**config.mk**
```make
export PLATFORM = sky130hd
export DESIGN_NAME = hazard_ctrl
export DESIGN_NICKNAME = d
export VERILOG_FILES = /design/src/rtl/hazard_ctrl_pkg.sv /design/src/rtl/dst_decode.sv /design/src/rtl/hazard_ctrl.sv
export SDC_FILE = /design/constraint.sdc
export NUM_CORES = 1
export LEC_CHECK = 0
export BUFFER_PORTS_ARGS = -buffer_cell sky130_fd_sc_hd__buf_2
export CAP_MARGIN = 15
export CORE_ASPECT_RATIO = 0.5
export CORE_UTILIZATION = 34
export CTS_CLUSTER_DIAMETER = 120
export DETAILED_ROUTE_END_ITERATION = 8
export SYNTH_ARGS = -nofsm -noshare
export SYNTH_HDL_FRONTEND = slang
export SYNTH_HIERARCHICAL = 1
export SYNTH_SLANG_ARGS = --single-unit
```
**constraint.sdc**
```tcl
create_clock -name clk -period 1.9 [get_ports clk]
set_input_delay 0.19 -clock clk [delete_from_list [all_inputs] [get_ports clk]]
set_output_delay 0.19 -clock clk [all_outputs]
set_load 0.03 [all_outputs]
```
**src/rtl/hazard_ctrl_pkg.sv**
```systemverilog
// Shared definitions for the pipeline hazard controller: opcodes, FSM states,
// forwarding encodings and scoreboard slot layouts.
package hazard_ctrl_pkg;

  localparam logic [5:0] OpRtype = 6'b000000;
  localparam logic [5:0] OpJ     = 6'b000010;
  localparam logic [5:0] OpJal   = 6'b000011;
  localparam logic [5:0] OpBeq   = 6'b000100;
  localparam logic [5:0] OpBne   = 6'b000101;
  localparam logic [5:0] OpAddi  = 6'b001000;
  localparam logic [5:0] OpSlti  = 6'b001010;
  localparam logic [5:0] OpAndi  = 6'b001100;
  localparam logic [5:0] OpOri   = 6'b001101;
  localparam logic [5:0] OpLw    = 6'b100011;
  localparam logic [5:0] OpSw    = 6'b101011;

  localparam logic [5:0] FnJr    = 6'b001000;
  localparam logic [5:0] FnJalr  = 6'b001001;

  typedef enum logic [1:0] {
    StRun,
    StLdStall,
    StFreeze
  } state_e;

  localparam logic [1:0] FwdRf    = 2'b00;
  localparam logic [1:0] FwdExMem = 2'b01;
  localparam logic [1:0] FwdMemWb = 2'b10;

  typedef struct packed {
    logic       valid;
    logic [4:0] dst;
    logic       is_load;
  } slot_t;

  // EX additionally remembers its source registers for forwarding.
  typedef struct packed {
    slot_t      slot;
    logic [4:0] rs;
    logic [4:0] rt;
    logic       re1;
    logic       re2;
  } ex_slot_t;

endpackage

```
**src/rtl/dst_decode.sv**
```systemverilog
// Destination-register decode for one instruction; $0 never counts as a destination.
module dst_decode
  import hazard_ctrl_pkg::*;
(
  input  logic [31:0] ir_i,
  output logic        valid_o,
  output logic [4:0]  dst_o,
  output logic        is_load_o
);

  logic [5:0] op;
  logic [5:0] fn;
  logic [4:0] dst_raw;
  logic       has_dst;
  logic       unused_ir;

  assign op        = ir_i[31:26];
  assign fn        = ir_i[5:0];
  assign unused_ir = ^{ir_i[25:21], ir_i[10:6]};

  // Pick the written register field by instruction class.
  always_comb begin
    has_dst   = 1'b0;
    dst_raw   = 5'd0;
    is_load_o = 1'b0;
    case (op)
      OpRtype: begin
        has_dst = (fn != FnJr);
        dst_raw = ir_i[15:11];
      end
      OpLw: begin
        has_dst   = 1'b1;
        dst_raw   = ir_i[20:16];
        is_load_o = 1'b1;
      end
      OpAddi, OpAndi, OpOri, OpSlti: begin
        has_dst = 1'b1;
        dst_raw = ir_i[20:16];
      end
      OpJal: begin
        has_dst = 1'b1;
        dst_raw = 5'd31;
      end
      default: ;
    endcase
  end

  assign valid_o = has_dst && (dst_raw != 5'd0);
  assign dst_o   = valid_o ? dst_raw : 5'd0;

endmodule

```
**src/rtl/hazard_ctrl.sv**
```systemverilog
// Pipeline hazard controller: load-use stall, memory freeze, branch/jump flush,
// EX operand forwarding and a saturating stall-cycle counter.
module hazard_ctrl
  import hazard_ctrl_pkg::*;
#(
  parameter int unsigned STALL_CNT_W = 16
) (
  input  logic                   clk,
  input  logic                   rst_n,
  input  logic [31:0]            id_ir,
  input  logic                   id_re1,
  input  logic                   id_re2,
  input  logic                   br_taken_ex,
  input  logic                   mem_busy,
  output logic                   pc_we,
  output logic                   ifid_we,
  output logic                   idex_bubble,
  output logic                   ifid_flush,
  output logic [1:0]             fwd_a,
  output logic [1:0]             fwd_b,
  output logic [STALL_CNT_W-1:0] stall_cnt
);

  state_e                 state_q, state_d;
  ex_slot_t               ex_q, ex_d;
  slot_t                  mem_q, mem_d;
  slot_t                  wb_q, wb_d;
  logic [STALL_CNT_W-1:0] cnt_q, cnt_d;

  logic       id_valid;
  logic [4:0] id_dst;
  logic       id_is_load;
  logic       id_is_jump;
  logic       lu_hazard;
  logic       unused_wb_load;

  dst_decode u_dst_decode (
    .ir_i      (id_ir),
    .valid_o   (id_valid),
    .dst_o     (id_dst),
    .is_load_o (id_is_load)
  );

  assign id_is_jump     = (id_ir[31:26] == OpJ) || (id_ir[31:26] == OpJal);
  assign unused_wb_load = wb_q.is_load;

  // LDSTALL always follows a bubble into EX, so no hazard can be seen there.
  assign lu_hazard = (state_q != StLdStall) && ex_q.slot.valid && ex_q.slot.is_load &&
                     ((id_re1 && (id_ir[25:21] == ex_q.slot.dst)) ||
                      (id_re2 && (id_ir[20:16] == ex_q.slot.dst)));

  // Pipeline control; reset forces the idle "everything flows" pattern.
  always_comb begin
    pc_we       = 1'b1;
    ifid_we     = 1'b1;
    idex_bubble = 1'b0;
    ifid_flush  = 1'b0;
    if (rst_n) begin
      if (mem_busy) begin
        pc_we   = 1'b0;
        ifid_we = 1'b0;
      end else if (br_taken_ex) begin
        ifid_flush  = 1'b1;
        idex_bubble = 1'b1;
      end else if (lu_hazard) begin
        pc_we       = 1'b0;
        ifid_we     = 1'b0;
        idex_bubble = 1'b1;
      end else if (id_is_jump) begin
        ifid_flush = 1'b1;
      end
    end
  end

  // Next FSM state, scoreboard shift and stall counter.
  always_comb begin
    state_d = StRun;
    ex_d    = ex_q;
    mem_d   = mem_q;
    wb_d    = wb_q;
    cnt_d   = cnt_q;
    if (mem_busy) begin
      state_d = StFreeze;
    end else begin
      if (lu_hazard && !br_taken_ex) state_d = StLdStall;
      wb_d  = mem_q;
      mem_d = ex_q.slot;
      if (idex_bubble) begin
        ex_d = '0;
      end else begin
        ex_d.slot.valid   = id_valid;
        ex_d.slot.dst     = id_dst;
        ex_d.slot.is_load = id_is_load;
        ex_d.rs           = id_ir[25:21];
        ex_d.rt           = id_ir[20:16];
        ex_d.re1          = id_re1;
        ex_d.re2          = id_re2;
      end
    end
    if (!pc_we && (cnt_q != {STALL_CNT_W{1'b1}})) begin
      cnt_d = cnt_q + {{(STALL_CNT_W-1){1'b0}}, 1'b1};
    end
  end

  // Forwarding selects straight from the scoreboard; MEM beats WB.
  always_comb begin
    fwd_a = FwdRf;
    fwd_b = FwdRf;
    if (mem_q.valid && !mem_q.is_load && ex_q.re1 && (mem_q.dst == ex_q.rs)) begin
      fwd_a = FwdExMem;
    end else if (wb_q.valid && ex_q.re1 && (wb_q.dst == ex_q.rs)) begin
      fwd_a = FwdMemWb;
    end
    if (mem_q.valid && !mem_q.is_load && ex_q.re2 && (mem_q.dst == ex_q.rt)) begin
      fwd_b = FwdExMem;
    end else if (wb_q.valid && ex_q.re2 && (wb_q.dst == ex_q.rt)) begin
      fwd_b = FwdMemWb;
    end
  end

  // State registers with asynchronous clear.
  always_ff @(posedge clk or negedge rst_n) begin
    if (!rst_n) begin
      state_q <= StRun;
      ex_q    <= '0;
      mem_q   <= '0;
      wb_q    <= '0;
      cnt_q   <= '0;
    end else begin
      state_q <= state_d;
      ex_q    <= ex_d;
      mem_q   <= mem_d;
      wb_q    <= wb_d;
      cnt_q   <= cnt_d;
    end
  end

  assign stall_cnt = cnt_q;

endmodule

```
Word-level counts from Yosys, hierarchy flattened

Cells that the tools add are included.

$add $sub $neg: 1
Equal/unequal tests: 16
Reductions and logical operators: 26
Mux-type cells: 24

Operators with widths:

| operator                | number |
|---|---|
| $eq A5 B5 Y1            | 6 |
| $eq A6 B4 Y1 const B    | 4 |
| $mux W19                | 1 |
| $logic_and A1 B1 Y1     | 17 |
| $add A16 B1 Y16 const B | 1 |
| $ne A16 B16 Y1 const B  | 1 |
| $mux W1                 | 15 |
| $pmux W5 S3             | 1 |
| $eq A6 B2 Y1 const B    | 2 |
| $mux W2                 | 5 |
| $eq A6 B6 Y1 const B    | 1 |
| $logic_not A6 Y1        | 1 |
| $ne A6 B4 Y1 const B    | 1 |
| $reduce_or A6 Y1        | 1 |
| $mux W5                 | 1 |
| $reduce_bool A5 Y1      | 1 |
| $reduce_or A5 Y1        | 1 |
| $logic_not A1 Y1        | 3 |
| $logic_or A1 B1 Y1      | 2 |
| $ne A2 B1 Y1 const B    | 1 |
| $pmux W1 S2             | 1 |

Logic and storage cells: 81
Flip-flop bits (word level): 50
Output and inout bits: 24
Input port bits: 38

Logic depth before layout (Yosys ltp)

Gate-level depths: netlist of the first run.

Depth in word-level cells: 10
Gate-level depth with buffers: 7
Depth with buffers taken out: 7

By module

The synthesis of the first run kept the hierarchy.

By module, submodules not included:

| module      | instances | area an instance (µm²) | sequential area each (µm²) | cells an instance |
|---|---|---|---|---|
| hazard_ctrl | 1         | 2,560.0                | 1,251.2                    | 230 |
| dst_decode  | 1         | 254.0                  | 0.0                        | 32 |

Worst setup path after synthesis of the first run

Ideal clock, no wire load.

Path kind: flip-flop to output port
Start: reg ex_q[15] (netlist bit)
End: out ifid_flush
Data required time: 1.710 ns
Cell stages (with the launch flop): 6
Setup slack: -0.272 ns
Arrival time: 1.982 ns
Path buffers: 0
Cell sequence: dfrtp_1 xor2_1 nor4_2 a32oi_2 nor2_1 nor4_1

Longest elaborated chain between the ends: 8
Elaborated cells between the ends (all ways): 10
Those cells by class: eq/ne: 2; mux: 4; reduce/logical: 4

Ends and longest elaborated chain:

| item                                          | line                                 | source |
|---|---|---|
| start, declared                               | hazard_ctrl.sv:25                    | `ex_slot_t ex_q, ex_d;` |
| start signal, assigned                        | hazard_ctrl.sv:125                   | `ex_q <= '0;` |
| start signal, assigned                        | hazard_ctrl.sv:131                   | `ex_q <= ex_d;` |
| $eq A5 B5 Y1, on equally long branches        | hazard_ctrl.sv:49, hazard_ctrl.sv:50 |  |
| $logic_and A1 B1 Y1, on equally long branches | hazard_ctrl.sv:49, hazard_ctrl.sv:50 |  |
| $logic_or A1 B1 Y1 (*)                        | hazard_ctrl.sv:49                    | `((id_re1 && (id_ir[25:21] == ex_q.slot.dst)) \|\|` |
| $logic_and A1 B1 Y1 (*)                       | hazard_ctrl.sv:48                    | `assign lu_hazard = (state_q != StLdStall) && ex_q.slot.valid && ex_q.slot.is_load &&` |
| $mux W1 (*)                                   | hazard_ctrl.sv:65                    | `end else if (lu_hazard) begin` |
| $mux W1 (*)                                   | hazard_ctrl.sv:62                    | `end else if (br_taken_ex) begin` |
| $mux W1 (*)                                   | hazard_ctrl.sv:59                    | `if (mem_busy) begin` |
| $mux W1 (*)                                   | hazard_ctrl.sv:58                    | `if (rst_n) begin` |
| end, declared                                 | hazard_ctrl.sv:18                    | `output logic ifid_flush,` |

Mark *: on every way between the ends. The rest lies on a longest branch, timed or not.

Final worst setup path of the first run

Start: reg ex_q[13] (netlist bit)
End: out idex_bubble

Longest elaborated chain between the ends: 8
Elaborated cells between the ends (all ways): 10
Those cells by class: eq/ne: 2; mux: 4; reduce/logical: 4

Ends and longest elaborated chain:

| item                                          | line                                 | source |
|---|---|---|
| $eq A5 B5 Y1, on equally long branches        | hazard_ctrl.sv:49, hazard_ctrl.sv:50 |  |
| $logic_and A1 B1 Y1, on equally long branches | hazard_ctrl.sv:49, hazard_ctrl.sv:50 |  |
| $logic_or A1 B1 Y1 (*)                        | hazard_ctrl.sv:49                    |  |
| $logic_and A1 B1 Y1 (*)                       | hazard_ctrl.sv:48                    |  |
| $mux W1 (*)                                   | hazard_ctrl.sv:65                    |  |
| $mux W1 (*)                                   | hazard_ctrl.sv:62                    |  |
| $mux W1 (*)                                   | hazard_ctrl.sv:59                    |  |
| $mux W1 (*)                                   | hazard_ctrl.sv:58                    |  |
| end, declared                                 | hazard_ctrl.sv:17                    | `output logic idex_bubble,` |

Marks and branches as above.

==> results of run 1 <==
flip-flops by register name, indices dropped and copies added, names as in the netlist:
register	flops
wb_q	6
state_q	2
stall_cnt	16
mem_q	7
ex_q	19
cell usage after synthesis (all sizes together):
library cell,n,area share (%)
o311ai,1,0.31
a221oi,1,0.53
and3,12,2.7
nand4,11,2.4
nand2b,1,0.22
xnor2,30,9.3
or2b,1,0.27
o41ai,1,0.31
o21bai,1,0.67
nor3b,1,0.67
o22ai,1,0.71
mux2,15,6.0
nor3,4,0.71
nor2b,1,0.22
buf,5,0.93
xor2,12,3.7
nor4b,4,1.2
a21oi,2,0.36
nand4b,1,0.31
and3b,1,0.31
clkbuf,5,0.67
or4,1,0.27
a211oi,2,0.71
a32oi,1,0.58
or3,1,0.22
or3b,1,0.31
o32ai,1,0.31
nor2,30,4.0
nand3,15,2.7
a22oi,4,1.1
nor4,4,1.6
and2b,1,0.27
o21ai,4,0.71
nand2,3,0.40
a31oi,8,1.8
and2,1,0.22
ha,1,0.44
dfrtp,50,44
inv,4,0.53
mux2i,19,6.8
per-layer routing:
metal | GRT usage (%) | vias up
met3 | 3.96 | 5
met2 | 29.8 | 37
li1 | - | 1124
met5 | 0 | -
met1 | 23.3 | 1147
met4 | 3.45 | 0
timing repair:
action                                  in CTS  in global routing
pin swaps                                   10                 12
hold buffers                                 1                  0
resized for setup                           20                 11
setup buffers                                8                  2
endpoints found under the setup margin      39                 39
cloned                                       1                  1
endpoints found under the hold margin        5                  0
cell families (layout without fill, tap and decap cells):
logic type | after synthesis | count (layout) | share of synthesized area [%]
adders and majority gates | 1 | 1 | 0.445
muxes | 34 | 34 | 12.8
DFF | 50 | 50 | 44.5
and+or+nand+nor | 94 | 94 | 19.1
xor gates and xnor gates | 42 | 42 | 13.1
buffers and inverters | 14 | 100 | 2.13
AOI/OAI and AO/OA | 27 | 27 | 8.05
placed cells by master, fill, tap and decap left out, drive strengths merged, types with 2 or more instances in the layout:
cell type	count
mux2i	19
o21ai	4
dfrtp	50
inv	4
xor2	12
nand4	11
a211oi	2
nor2	30
nand2	3
clkbuf	7
nor4	4
mux2	15
buf	86
a21oi	2
and3	12
nor3	4
nor4b	4
a31oi	8
nand3	15
xnor2	30
a22oi	4
through the flow:
| step | setup WS (ps) | utilization (%) | std cells | total power [mW] |
|---|---|---|---|---|
| 2_1_floorplan | -2.02 | - | 262 | 1.70 |
| 3_3_place_gp | -128 | 41.9 | 439 | 1.92 |
| 3_5_place_dp | -182 | 41.9 | 439 | 1.94 |
| 4_1_cts | -317 | 45.9 | 457 | 2.91 |
| 5_1_grt | -402 | 46.9 | 460 | 3.05 |
| 6_report | -324 | 46.9 | 460 | 2.90 |
worst max-delay path by stage:
stage,from,endpoint,slack (ps),cells after the start
2_1_floorplan,stall_cnt[0]$_DFFE_PN0P_,stall_cnt[1]$_DFFE_PN0P_,-2,7
3_3_place_gp,ex_q[16]$_DFFE_PN0N_,idex_bubble,-130,6
3_5_place_dp,ex_q[16]$_DFFE_PN0N_,stall_cnt[1]$_DFFE_PN0P_,-180,7
4_1_cts,ex_q[13]$_DFFE_PN0N_,idex_bubble,-320,7
5_1_grt,ex_q[13]$_DFFE_PN0N_,idex_bubble,-400,6
6_report,ex_q[13]$_DFFE_PN0N_,idex_bubble,-320,6
area by class of cell:
cell class / count / area, µm² / area share, %
multi-input cells: 198 / 1600 / 42.5
clock buffers: 6 / 139 / 3.70
repair buffers: 88 / 596 / 15.9
clock inverters: 2 / 12.5 / 0.333
well taps: 112 / 140 / 3.73
flip-flops and latches: 50 / 1250 / 33.4
inverters: 4 / 15.0 / 0.400
critical path: stages, from the launching register on:
cell and delay [ps]:
dfrtp_1 390, xor2_1 160, nor4_2 310, a32oi_2 170
nand4b_1 250, a211oi_4 270, buf_4 210
report_power, final:
group / switching (mW) / internal, mW
clock network: 0.407 / 0.522
registers: 0.126 / 1.17
logic: 0.377 / 0.298
==> impl_metrics.py, run 1 <==
metrics = {
    "outcome": {
        "outcome": "finished with violations",
        "violations": "setup timing",
    },
    "power": {
        "max-vdd-ir-drop_uv": 644,
        "p_leak_nw": 1.76,
        "powerDensity_nw_per_um2": 774,
    },
    "drt": {
        "m1WireLength_mm": 3.34,
        "wl_met3_um": 271,
        "vias": 2313,
        "wirelength_mm": 7.04,
        "wl_per_cell_um": 15.3,
        "antenna_left": 0,
        "drt_iter0_drc": 141,
        "highest_layer": "met4",
        "via_per_inst": 5.03,
        "drc_errors": 0,
        "dr_wl_met2_mm": 3.38,
        "drtPass1Iterations": 4,
    },
    "clock_network": {
        "clk_latency_ps": 290,
        "cts_tree": "done",
        "numCtsBuffers": 5,
        "cts_sinks": 50,
        "clk_pin_slew_ps": 70,
        "root_buffer": "clkbuf_16",
        "cts_max_path_buffers": 2,
        "htree_levels": 2,
    },
    "worst_setup_path": {
        "worst_setup_path_end_kind": "output pin",
        "worstSetupStartpointType": "flop",
        "crit_type": "flop to output pin",
        "reg2reg_depth": 9,
        "cp_max_fo": 2,
        "reg2reg_to": "ex_q[0]$_DFFE_PN0N_",
        "rrSetupSlack_ps": -200,
        "cp.arrival_ps": 2030,
        "timing.rr.start": "ex_q[13]$_DFFE_PN0N_",
        "required_ps": 1710,
    },
    "finish": {
        "drive_gt1_share_pct": 37.6,
        "nFillCells": 769,
        "num_antenna_cells": 0,
        "final_nets": 386,
        "final_cell_area_um2": 3750,
        "syn_to_final_growth_pct": 33.3,
    },
    "timing": {
        "clock_skew_ps": 5.53,
        "worst_pin_slew_ps": 452,
        "fin_crit_ps": 2220,
        "setup_ws_ps": -324,
        "finalHoldViolations": 0,
        "hold_slack_ps": 98.2,
        "min_period_over_period_pct": 117,
        "timing.fmax_mhz": 450,
        "finalMaxSlewViolations": 0,
        "rsz0062_at_grt": "yes",
        "slew_headroom_pct": 69.8,
        "setup_viol": 39,
        "setup_tns_ps": -6020,
    },
    "grt": {
        "antenna_found_initial": 0,
        "globalRouteOverflowTotal": 0,
        "grt_usage_pct": 17.7,
        "grt_pass1_vias": 2357,
        "grt_start_max_net_pins": 35,
        "grt_pass1_wl_mm": 11.6,
    },
    "die": {
        "fp.dieArea_um2": 8670,
        "rows": 23,
        "io_pins": 62,
        "initial_core_util_pct": 35.2,
        "fp.dieW_um": 131,
        "die-height_um": 66.3,
        "core_area_um2": 8000,
    },
    "min_path": {
        "hp-start": "mem_busy",
        "hold-path-endpoint": "state_q[1]$_DFF_PN0_",
        "min_path_type": "input pin to flop",
        "min_delay_path_depth": 1,
    },
    "synth": {
        "synth.net_count": 301,
        "synth.distinct_cells": 46,
        "synth-seq-cells": 50,
        "yosysWarningCount": 6,
        "yosysSeqAreaShare_pct": 44.5,
        "syn_area_um2": 2810,
        "syn-mean-instance-area_um2": 10.7,
        "syn_inst": 262,
    },
    "placed_design": {
        "dp_hpwl_mm": 5.00,
        "gp_congestion": 0.799,
        "io_buffers": 56,
        "placed_area_um2": 3350,
    },
    "flow_run": {
        "cap_viol_max_count": 0,
    },
}
Note: power is estimated with default switching activity, not from simulation.
==> run 2, diff against run 1 <==
- SLEW_MARGIN: unset -> 20
- clock period: 1.9 -> 1.97 ns (I/O delays scaled with it)
==> run 2 against run 1 <==
The run still ends with setup timing left. Via count decreased by 1.9%. Combinational power hardly changed. Critical endpoint unchanged. Wire length up 1.3%.
==> impl_metrics.py, run 2 (synthesis results as in run 1) <==
metrics = {
    "outcome": {
        "outcome": "finished with violations",
        "violations": "setup timing",
    },
    "worst_setup_path": {
        "crit_slowest_cell": "dfrtp_1",
        "cp.arrival_ps": 2030,
        "crit_chain": "xor2_1, nor4_2, a32oi_2, nand4b_1, a211oi_2, buf_4",
        "worst_setup_path_end_kind": "output pin",
        "crit_type": "flop to output pin",
        "required_ps": 1770,
        "cp_max_fo": 3,
        "worstSetupStartpointType": "flop",
        "cpPeakStageDelay_ps": 420,
    },
    "grt": {
        "globalRouteOverflowTotal": 0,
        "grt_pass1_vias": 2357,
        "grt_start_max_net_pins": 41,
        "antenna_found_initial": 0,
        "grt_usage_pct": 17.9,
        "grt_pass1_wl_mm": 11.7,
    },
    "drt": {
        "wl_per_cell_um": 15.8,
        "drc_errors": 0,
        "drtPass1Iterations": 4,
        "via_per_inst": 5.02,
        "vias": 2268,
        "antenna_left": 0,
        "drt_iter0_drc": 98,
        "wirelength_mm": 7.13,
    },
    "clock_network": {
        "cts_tree": "done",
        "clk_latency_ps": 290,
        "cts_max_path_buffers": 2,
        "htree_levels": 2,
        "numCtsBuffers": 5,
        "clk_pin_slew_ps": 60,
        "root_buffer": "clkbuf_16",
        "cts_sinks": 50,
    },
    "placed_design": {
        "gp_congestion": 0.806,
        "place_inst": 434,
        "dp_hpwl_mm": 4.94,
        "io_buffers": 56,
    },
    "flow_run": {
        "cap_viol_max_count": 0,
    },
    "min_path": {
        "min_path_type": "input pin to flop",
    },
    "timing": {
        "clock_skew_ps": 3.74,
        "worst_pin_slew_ps": 581,
        "hold_slack_ps": 92.5,
        "finalHoldViolations": 0,
        "min_period_over_period_pct": 113,
        "setup_viol": 37,
        "finalMaxSlewViolations": 0,
        "rsz0062_at_grt": "yes",
        "timing.fmax_mhz": 448,
        "setup_tns_ps": -4270,
        "slew_headroom_pct": 61.2,
        "setup_ws_ps": -261,
        "fin_crit_ps": 2230,
    },
    "finish": {
        "max_flop_register": "ex_q",
        "num_antenna_cells": 0,
        "largest_reg_flops": 19,
        "drive_gt1_share_pct": 42.1,
        "final_nets": 379,
        "stdcell_count": 452,
        "final_cell_mix": "buf_2 (52), dfrtp_1 (48), xnor2_1 (30), mux2i_1 (19), buf_4 (15)",
        "layout_commonest_cell": "buf_2",
        "syn_to_final_growth_pct": 35.3,
    },
    "die": {
        "die-height_um": 66.3,
        "core_area_um2": 8000,
        "io_pins": 62,
        "initial_core_util_pct": 35.2,
        "fp.dieArea_um2": 8670,
        "fp.dieW_um": 131,
        "rows": 23,
    },
    "power": {
        "powerDensity_nw_per_um2": 727,
        "total_power_mw": 2.77,
        "p_leak_nw": 1.73,
        "max-vdd-ir-drop_uv": 778,
    },
}
==> run 2: cell count changes in the layout (fill, tap and decap cells not counted), sizes merged <==
| cell | delta |
|---|---|
| clkinv | +1 |
| clkbuf | -1 |
| clkinvlp | -1 |
| buf | -7 |
==> run 2: area by class of cell <==
| cell class | count | area [µm²] |
|---|---|---|
| fillers | 744 | 4190 |
| repair buffers | 81 | 583 |
| clock buffers | 5 | 125 |
| well taps | 112 | 140 |
| flip-flops and latches | 50 | 1250 |
| multi-input cells | 198 | 1680 |
| inverters | 4 | 15.0 |
| clock inverters | 2 | 10.0 |
==> run 2: metal layers <==
| metal | vias to the layer above | part of all wire (%) | global-route usage [%] |
|---|---|---|---|
| met1 | 1124 | 48 | 24.2 |
| met5 | - | 0 | 0 |
| li1 | 1100 | - | - |
| met2 | 39 | 48 | 29.7 |
| met4 | 0 | 0.72 | 3.02 |
| met3 | 5 | 3.2 | 3.72 |
==> run 2: report_power, final <==
group	total [mW]	switching, mW	internal (mW)
sequential	1.25	0.121	1.13
combinational	0.676	0.374	0.301
clock	0.838	0.378	0.460
total	2.77	0.873	1.89
==> run 2: critical path, delay by kind of cell (launching register included) <==
| family | cells | cell delay (ps) |
|---|---|---|
| AND/OR/NAND/NOR | 2 | 560 |
| buffers and inverters | 1 | 220 |
| AO/OA/AOI/OAI | 2 | 370 |
| flip-flops | 1 | 420 |
| XOR/XNOR | 1 | 170 |
==> run 2: final timing paths <==
kind,from,end,slack (ps),cells past startpoint
setup / recovery,ex_q[17]$_DFFE_PN0N_,idex_bubble,-260,6
hold / removal,mem_busy,state_q[1]$_DFF_PN0_,90,1
setup reg to reg,ex_q[17]$_DFFE_PN0N_,ex_q[8]$_DFFE_PN0N_,-150,9
hold reg to reg,stall_cnt[0]$_DFFE_PN0P_,stall_cnt[0]$_DFFE_PN0P_,490,1
max in group asynchronous,rst_n,ex_q[18]$_DFFE_PN0N_,660,4
min in group asynchronous,rst_n,stall_cnt[6]$_DFFE_PN0P_,490,3
==> run 2: repair_timing <==
item                                   4_1_cts  5_1_grt
gates cloned                                 2        1
setup buffers                                6        1
setup endpoints to repair                   39       39
endpoints found under the hold margin       10        0
pin swaps                                   21       10
resized for setup                           36       26
hold buffers                                 1        0
==> run 2: through the flow <==
stage,util (%),setup WS [ps],instance area [µm²]
floorplan,-,6.75,2830
global placement,41.4,-58.7,3310
detailed placement,41.4,-176,3310
CTS,45.9,-275,3670
global route,47.6,-389,3810
finish,47.6,-261,3810
==> run 3, diff against run 2 <==
- PLACE_DENSITY_LB_ADDON: unset -> 0.05
==> run 3 against run 2 <==
The run still ends with setup timing left. Clock power up 2.5%. Total power down 0.45%. Sequential power about the same. Clock skew up 1.7 ps. Largest power group unchanged. Sequential share of layout area up 0.66 points. Global-route usage down 0.47 points. Wire length down 5.2%. Design area down 1.9%. Critical path type unchanged. Setup slack better by 13 ps.
==> impl_metrics.py, run 3 (synthesis results as in run 1) <==
metrics = {
    "outcome": {
        "outcome": "finished with violations",
        "violations": "setup timing",
    },
    "min_path": {
        "hold-path-endpoint": "state_q[1]$_DFF_PN0_",
        "min_path_type": "input pin to flop",
        "min_delay_path_depth": 1,
        "hp-start": "mem_busy",
    },
    "power": {
        "pwr-share-comb_pct": 23.5,
        "power_frac_seq_pct": 45.4,
        "clockPowerShare_pct": 31.2,
        "max-vdd-ir-drop_uv": 374,
        "switching_power_mw": 0.868,
        "p_sw_share_pct": 31.5,
        "powerDensity_nw_per_um2": 737,
        "p_int_mw": 1.89,
        "p_leak_nw": 1.74,
    },
    "timing": {
        "hold_slack_ps": 75.8,
        "min_period_over_period_pct": 113,
        "rsz0062_at_grt": "yes",
        "setup_ws_ps": -248,
        "timing.fmax_mhz": 451,
        "clock_skew_ps": 5.40,
        "slew_headroom_pct": 69.9,
        "setup_viol": 36,
        "finalMaxSlewViolations": 0,
        "finalHoldViolations": 0,
        "fin_crit_ps": 2220,
        "worst_pin_slew_ps": 450,
    },
    "worst_setup_path": {
        "reg2reg_to": "stall_cnt[1]$_DFFE_PN0P_",
        "required_ps": 1770,
        "rrSetupSlack_ps": -160,
        "worstSetupStartpointType": "flop",
        "timing.rr.start": "ex_q[17]$_DFFE_PN0N_",
        "crit_chain": "xor2_1, nor4_2, a32oi_2, nand4b_1, a211oi_2, buf_4",
        "crit_type": "flop to output pin",
        "crit_slowest_cell": "dfrtp_2",
        "reg2reg_depth": 8,
        "worst_setup_path_end_kind": "output pin",
        "cp.arrival_ps": 2020,
        "cpPeakStageDelay_ps": 440,
        "cp_max_fo": 4,
    },
    "finish": {
        "max_flop_register": "ex_q",
        "final_cell_area_um2": 3730,
        "drive_gt1_share_pct": 38.6,
        "layout_commonest_cell": "buf_2",
        "syn_to_final_growth_pct": 32.7,
        "fin_util_pct": 46.7,
        "largest_reg_flops": 19,
        "final_cell_mix": "buf_2 (52), dfrtp_1 (47), xnor2_1 (29), nor2_1 (29)",
        "final_nets": 380,
        "num_antenna_cells": 0,
    },
    "clock_network": {
        "cts_max_path_buffers": 2,
        "clk_pin_slew_ps": 70,
        "htree_levels": 2,
        "cts_tree": "done",
        "clk_latency_ps": 290,
        "root_buffer": "clkbuf_16",
        "cts_sinks": 50,
        "numCtsBuffers": 5,
    },
    "placed_design": {
        "io_buffers": 56,
        "gp_congestion": 0.810,
        "pre_cts_slack_ps": -141,
        "placed_area_um2": 3330,
        "dp_hpwl_mm": 5.13,
    },
    "grt": {
        "grt_pass1_vias": 2307,
        "grt_usage_pct": 17.4,
        "antenna_found_initial": 0,
        "globalRouteOverflowTotal": 0,
        "grt_pass1_wl_mm": 11.4,
        "grt_start_max_net_pins": 23,
    },
    "die": {
        "die-height_um": 66.3,
        "fp.dieArea_um2": 8670,
        "initial_core_util_pct": 35.2,
        "fp.dieW_um": 131,
        "rows": 23,
        "core_area_um2": 8000,
        "io_pins": 62,
    },
    "drt": {
        "drc_errors": 0,
        "drt_iter0_drc": 95,
        "vias": 2247,
        "antenna_left": 0,
        "wirelength_mm": 6.76,
        "drtPass1Iterations": 4,
        "wl_per_cell_um": 14.9,
        "via_per_inst": 4.95,
    },
    "flow_run": {
        "cap_viol_max_count": 0,
    },
}
==> run 3: changes by cell type in the layout (fill, tap and decap cells not counted), moves of 4 or more <==
cell    delta
nor2_2    -12
buf_4      +4
nor2_4     -6
buf_6      +4
buf_8      -4
nor2_1    +18
==> run 3: worst max-delay path, delay by kind of cell (launching register included) <==
kind	cells	cell delay, ps
flops	1	440
xor+xnor	1	180
buf+inv	1	210
simple gates	2	540
compound gates	2	370
==> run 3: repair_timing <==
item	CTS	global route
setup endpoints to repair	36	39
hold endpoints to repair	3	0
setup buffers	6	4
hold buffers	1	0
pin swaps	10	5
gates resized for setup	23	14
==> run 3: metal layers <==
metal  track usage, %  part of all wire [%]  vias to the layer above
met5                0                     0                        -
met4             3.16                  0.46                        0
met3             4.13                   3.0                        5
met2             28.2                    47                       32
met1             23.8                    50                     1095
li1                 -                     -                     1115
==> run 3: area by class of cell <==
| type | count | area (µm²) |
|---|---|---|
| Fill cell | 782 | 4270 |
| Multi-Input combinational cell | 198 | 1650 |
| Sequential cell | 50 | 1250 |
| Timing Repair Buffer | 82 | 526 |
| Tap cell | 112 | 140 |
| Clock buffer | 5 | 125 |
| Clock inverter | 3 | 21.3 |
| Inverter | 4 | 15.0 |
==> run 3: power by group through the flow <==
stage / sequential, mW / combinational, mW / clock [mW]
final: 1.25 / 0.646 / 0.859
after global routing: 1.27 / 0.705 / 0.919
after CTS: 1.25 / 0.629 / 0.887
after detailed placement: 1.27 / 0.599 / 0
after global placement: 1.26 / 0.593 / 0
after floorplan: 1.36 / 0.273 / 0
==> run 3: worst max-delay path by stage <==
stage | startpoint | endpoint | slack [ps] | depth (start not counted)
after global placement | ex_q[17]$_DFFE_PN0N_ | stall_cnt[1]$_DFFE_PN0P_ | -90 | 7
after detailed placement | ex_q[16]$_DFFE_PN0N_ | stall_cnt[1]$_DFFE_PN0P_ | -140 | 7
final | ex_q[17]$_DFFE_PN0N_ | idex_bubble | -250 | 6
after CTS | ex_q[17]$_DFFE_PN0N_ | pc_we | -240 | 8
after floorplan | ex_q[16]$_DFFE_PN0N_ | ex_q[0]$_DFFE_PN0N_ | 7 | 7
after global routing | ex_q[13]$_DFFE_PN0N_ | idex_bubble | -310 | 6
==> run 3: metrics by stage <==
step | cells | power, mW | TNS, ps
global route | 454 | 2.89 | -5620
detailed placement | 437 | 1.87 | -1820
floorplan | 262 | 1.63 | 0
global placement | 437 | 1.86 | -1020
CTS | 451 | 2.77 | -2510
finish | 454 | 2.75 | -2730
